--- src/rtl/serial_subtractor.sv ---
// Bit-serial WIDTH-bit subtractor computing a - b - b_in, LSB first, one bit per clock.
// Optional signed-overflow output is enabled by defining SERSUB_OVF_EN.
module serial_subtractor #(
  parameter int unsigned WIDTH = 8
) (
  input  logic             clk,
  input  logic             rst,
  input  logic             start,
  input  logic [WIDTH-1:0] a,
  input  logic [WIDTH-1:0] b,
  input  logic             b_in,
  output logic             busy,
  output logic             done,
  output logic [WIDTH-1:0] diff,
  output logic             b_out
`ifdef SERSUB_OVF_EN
  ,
  output logic             ovf
`endif
);

  localparam int unsigned CW = $clog2(WIDTH);

  typedef enum logic [1:0] {StIdle, StRun, StDone} state_t;

  state_t           state_q, state_d;
  logic [WIDTH-1:0] sa_q, sa_d;
  logic [WIDTH-1:0] sb_q, sb_d;
  logic [WIDTH-2:0] res_q, res_d;
  logic [CW-1:0]    cnt_q, cnt_d;
  logic             br_q, br_d;
  logic [WIDTH-1:0] diff_q, diff_d;
  logic             bout_q, bout_d;
  logic             ovf_q, ovf_d;

  logic             bit_d;
  logic             br_nx;
  logic [WIDTH-1:0] shifted;

  always_comb begin
    state_d = state_q;
    sa_d    = sa_q;
    sb_d    = sb_q;
    res_d   = res_q;
    cnt_d   = cnt_q;
    br_d    = br_q;
    diff_d  = diff_q;
    bout_d  = bout_q;
    ovf_d   = ovf_q;

    // Full-subtractor cell on the current LSBs.
    bit_d   = sa_q[0] ^ sb_q[0] ^ br_q;
    br_nx   = (~sa_q[0] & sb_q[0]) | (~(sa_q[0] ^ sb_q[0]) & br_q);
    shifted = {bit_d, res_q};

    unique case (state_q)
      StIdle: begin
        if (start) begin
          sa_d    = a;
          sb_d    = b;
          br_d    = b_in;
          cnt_d   = '0;
          state_d = StRun;
        end
      end
      StRun: begin
        sa_d  = sa_q >> 1;
        sb_d  = sb_q >> 1;
        br_d  = br_nx;
        res_d = shifted[WIDTH-1:1];
        cnt_d = cnt_q + CW'(1);
        // MSB step: publish the full result; partial results stay internal.
        if (cnt_q == CW'(WIDTH - 1)) begin
          diff_d  = shifted;
          bout_d  = br_nx;
          ovf_d   = br_q ^ br_nx;
          state_d = StDone;
        end
      end
      StDone: state_d = StIdle;
      default: state_d = StIdle;
    endcase
  end

  always_ff @(posedge clk or posedge rst) begin
    if (rst) begin
      state_q <= StIdle;
      sa_q    <= '0;
      sb_q    <= '0;
      res_q   <= '0;
      cnt_q   <= '0;
      br_q    <= 1'b0;
      diff_q  <= '0;
      bout_q  <= 1'b0;
      ovf_q   <= 1'b0;
    end else begin
      state_q <= state_d;
      sa_q    <= sa_d;
      sb_q    <= sb_d;
      res_q   <= res_d;
      cnt_q   <= cnt_d;
      br_q    <= br_d;
      diff_q  <= diff_d;
      bout_q  <= bout_d;
      ovf_q   <= ovf_d;
    end
  end

  always_comb begin
    busy  = (state_q == StRun);
    done  = (state_q == StDone);
    diff  = diff_q;
    b_out = bout_q;
  end

`ifdef SERSUB_OVF_EN
  assign ovf = ovf_q;
`else
  logic unused_ovf;
  assign unused_ovf = ovf_q;
`endif

endmodule
--- config.mk ---
export PLATFORM = sky130hd
export DESIGN_NAME = serial_subtractor
export DESIGN_NICKNAME = d
export VERILOG_FILES = /design/src/rtl/serial_subtractor.sv
export SDC_FILE = /design/constraint.sdc
export NUM_CORES = 1
export LEC_CHECK = 0
export CAP_MARGIN = 10
export CELL_PAD_IN_SITES_DETAIL_PLACEMENT = 1
export CELL_PAD_IN_SITES_GLOBAL_PLACEMENT = 2
export CORE_AREA = 2 2 72 74
export CTS_CLUSTER_DIAMETER = 80
export CTS_CLUSTER_SIZE = 40
export DETAILED_ROUTE_END_ITERATION = 7
export DIE_AREA = 0 0 74 76
export PLACE_DENSITY_LB_ADDON = 0.08
export SYNTH_ARGS = -nofsm -noshare
export SYNTH_HDL_FRONTEND = slang
export SYNTH_SLANG_ARGS = --single-unit
--- constraint.sdc ---
create_clock -name clk -period 2.8 [get_ports clk]
set_input_delay 0.42 -clock clk [delete_from_list [all_inputs] [get_ports clk]]
set_output_delay 0.42 -clock clk [all_outputs]
set_load 0.01 [all_outputs]
### Word level (Yosys, flattened, before mapping)

Index checks and enable logic that the tools add are counted.
W data, S select, Z words.

* output and inout bits: 11
* flip-flop bits (word level): 38
* logic and storage cells: 37
* bits of input ports: 20

* muxes and demuxes: 11
* $add $sub $neg: 1
* bitwise operators: 7
* eq/ne operators: 5
* reductions and logical operators: 5

Operators by type and width (number)
* $pmux W8 S2: 2
* $mux W8: 2
* $pmux W3 S2: 1
* $reduce_and A2 Y1: 3
* $mux W2: 2
* $pmux W2 S2: 1
* $add A3 B1 Y3 const B: 1
* $eq A3 B3 Y1 const B: 1
* $mux W3: 1
* $and A1 B1 Y1: 2
* $eq A2 B1 Y1 const B: 1
* $eq A2 B2 Y1 const B: 1
* $logic_not A2 Y1: 1
* $ne A2 B1 Y1 const B: 1
* $ne A2 B2 Y1 const B: 1
* $not A1 Y1: 2
* $pmux W1 S2: 1
* $reduce_bool A2 Y1: 1
* $xor A1 B1 Y1: 2
* $mux W1: 1
* $or A1 B1 Y1: 1

### Logic depth before layout (Yosys ltp)

* word-level depth: 5
* mapped depth: 5
* gate-level depth less buffers: 4

### Worst setup path before layout

Ideal clock, no wire load.

* kind: flip-flop to flip-flop
* from: register cnt_q[0]
* to: register diff_q[0] (netlist: diff[0])
* stages on the path, launching flop included: 6
* data arrival time: 1293 ps
* library setup time: 125 ps
* buffers on the path: 1
* data required time: 2675 ps
* period minus slack after synthesis: 1418 ps
* path slack: 1382 ps
* path through: dfrtp_1 -> ha_1 -> ha_1 -> nand3b_1 -> buf_4 -> mux2_2

* longest elaborated chain between the ends: 2

Ends and longest elaborated chain
* from (decl): line 30 `logic [CW-1:0] cnt_q, cnt_d;`
* from (signal assigned): line 101 `cnt_q <= cnt_d;`
* $eq A3 B3 Y1: line 73 `if (cnt_q == CW'(WIDTH - 1)) begin`
* $reduce_and A2 Y1 (no source line)
* to (signal assigned): line 103 `diff_q <= diff_d;`
* to (decl): line 32 `logic [WIDTH-1:0] diff_q, diff_d;`

Every way passes these cells.
A chain may end at the register's enable or synchronous reset.

### Final worst setup path

* from: register state_q[0]
* to: output port done

* longest elaborated chain between the ends: 1

Ends and longest elaborated chain
* from (decl): line 26 `state_t state_q, state_d;`
* from (signal assigned): line 87 `state_q <= StIdle;`
* from (signal assigned): line 97 `state_q <= state_d;`
* $eq A2 B2 Y1: line 111 `done = (state_q == StDone);`
* to (decl): line 13 `output logic done,`

Every way passes these cells.

==> results.cfg <==
[cts]
insertion_delay_ps = 290
cts_setup_buffers = 0
cts-root-buf = clkbuf_8
cts_buffers = 5
hold_buffers = 0
clock-sinks = 38
cts_tree = built
clk_path_buf_depth = 2
ctsResizeCount = 0
htreeDepth = 2
path_clk_slew_ps = 70

[timing]
worst_pin_slew_ps = 560
fin_worst_skew_ps = 4.47
rsz0062_at_grt = no
setup_slack_ps = 743
post-route-min-period_ps = 2060
setup_viol = 0
finalCritPeriodShare_pct = 73.4
relSlewSlack_pct = 62.5
hold_viol = 0
slew_viol_final = 0
tns_ps = 0
fmax_ghz = 0.486
hold-worst-slack_ps = 509

[outcome]
status = finished clean

[route]
wl_um = 3970
routed_via_density = 4.93
dr.pass1.iters = 4
ant_nets = 0
first_iter_violations = 58
wl_per_cell_um = 16.1
vias = 1218
drc = 0

[cells_and_area]
drive_gt1_share_pct = 16.9
num-fill-cells = 520
final_common_cell = dfrtp_1
antennaDiodeCount = 0
design_area_um2 = 2220
areaGrowthSynthToFinish_pct = 26.0
final_cell_mix = 38 x dfrtp_1, 30 x clkdlybuf4s50_1, 18 x inv_1
final_cells = 247
final_util_pct = 45.2
finish.net_count = 199

[pwr]
pwr-share-comb_pct = 41.4
seq_power_share_pct = 41.5
p_int_mw = 1.55
switching_share_pct = 33.7
finalPower_mw = 2.34
power.density_nw_per_um2 = 1050
peakVddDrop_uv = 482
p_leak_nw = 0.947
pwr-share-clk_pct = 17.1
switchingPower_uw = 789

[global_route]
grt_pass1_wl_um = 6760
grt_max_degree = 39
gr-total-overflow = 0
grt_pass1_vias = 1326
grt-busiest-layer = met2
use_met1_pct = 21.4
antenna_found_initial = 0
grt.met3_usage_pct = 4.63
gr-usage-met2_pct = 23.9
grt_use_total_pct = 15.8

[setup_path]
crit_path_end_kind = output pin
critPathKind = reg -> out
arrival_ps = 1640
cp.required_ps = 2380
start_kind = flip-flop
worstPathMaxFanout = 29

[floorplanning]
die-width_um = 74
coreArea_um2 = 4910
io_pins = 31
dieArea_um2 = 5620
std_cell_rows = 26
fp.dieH_um = 76
initial_utilization_pct = 35.8

[place]
dp.cells = 239
io_buffers = 30
dp_hpwl_um = 2590
place_congestion = 0.708
placed_area_um2 = 2130
post-place-ws_ps = 1020

[logic_synthesis]
syn_nets = 167
synthesis.area_um2 = 1760
synth-seq-cells = 38
syn_avg_cell_area_um2 = 12.2
yosysSeqAreaShare_pct = 54.0
ys_types = 24
netlist_instances = 144
synth_warnings = 0

[flow_run]
maxCapViolations = 0

[hold_path]
hp-class = reg -> reg
## final cells by class
class | count | area (um2) | area share [%]
sequential | 38 | 951 | 42.9
multi-input combinational | 77 | 676 | 30.5
timing repair buffer | 36 | 345 | 15.6
tap | 70 | 87.6 | 3.95
clock buffer | 7 | 86.3 | 3.89
inverter | 18 | 67.6 | 3.05
clock inverter | 1 | 5.00 | 0.226
## layer usage
metal,vias to the layer above,part of all wire [%]
li1,571,-
met3,7,4.1
met1,619,46
met5,-,0
met4,0,1.6
met2,21,48
## registers in the layout, indices dropped and copies added (netlist names)
| signal | count |
|---|---|
| diff | 8 |
| sa_q | 8 |
| sb_q | 8 |
| res_q | 7 |
| cnt_q | 3 |
| state_q | 2 |
| b_out | 1 |
| br_q | 1 |
## power groups by stage
stage	logic, mW	clock network, mW	registers, mW
finish	0.968	0.399	0.971
global route	1.08	0.438	1.01
CTS	0.994	0.412	0.974
detailed placement	0.982	0	0.982
global placement	0.949	0	0.966
floorplan	0.641	0	0.970
## worst paths after layout
path / startpoint / to / slack, ps / cells after the start
max in group asynchronous: rst / cnt_q[0] / 1870 / 3
min: diff[0] / diff[0] / 510 / 1
max reg2reg: cnt_q[0] / diff[4] / 1070 / 4
max: state_q[0] / done / 740 / 3
min reg2reg: diff[0] / diff[0] / 510 / 1
min in group asynchronous: rst / diff[6] / 590 / 3
## kinds of logic after synthesis
family,after synthesis,synth area share (%)
buf+inv,29,7.60
mux,17,10.8
compound gates,21,9.45
fa+ha+maj,3,2.56
simple gates,36,15.6
flops,38,54.0
## critical path, stage by stage, from the launching register on
cell             delay, ps
dfrtp_1                420
buf_4                  230
nor2b_1                140
clkdlybuf4s50_1        550
## synth_stat cells, drive strengths merged
cell type	n	share of area, %
nor2b	6	2.3
a211oi	11	4.7
nand3b	1	0.43
a22o	4	2.0
o21bai	1	0.43
nor3b	15	6.4
nand2b	1	0.36
a221oi	3	1.5
or2b	1	0.43
nor4b	11	5.5
mux2	16	10
mux2i	1	0.57
clkbuf	2	0.43
buf	9	3.3
dfrtp	38	54
fa	1	1.1
a222oi	1	0.57
inv	18	3.8
nor2	1	0.21
a21oi	1	0.28
ha	2	1.4
Note: power is estimated with default switching activity, not from simulation.
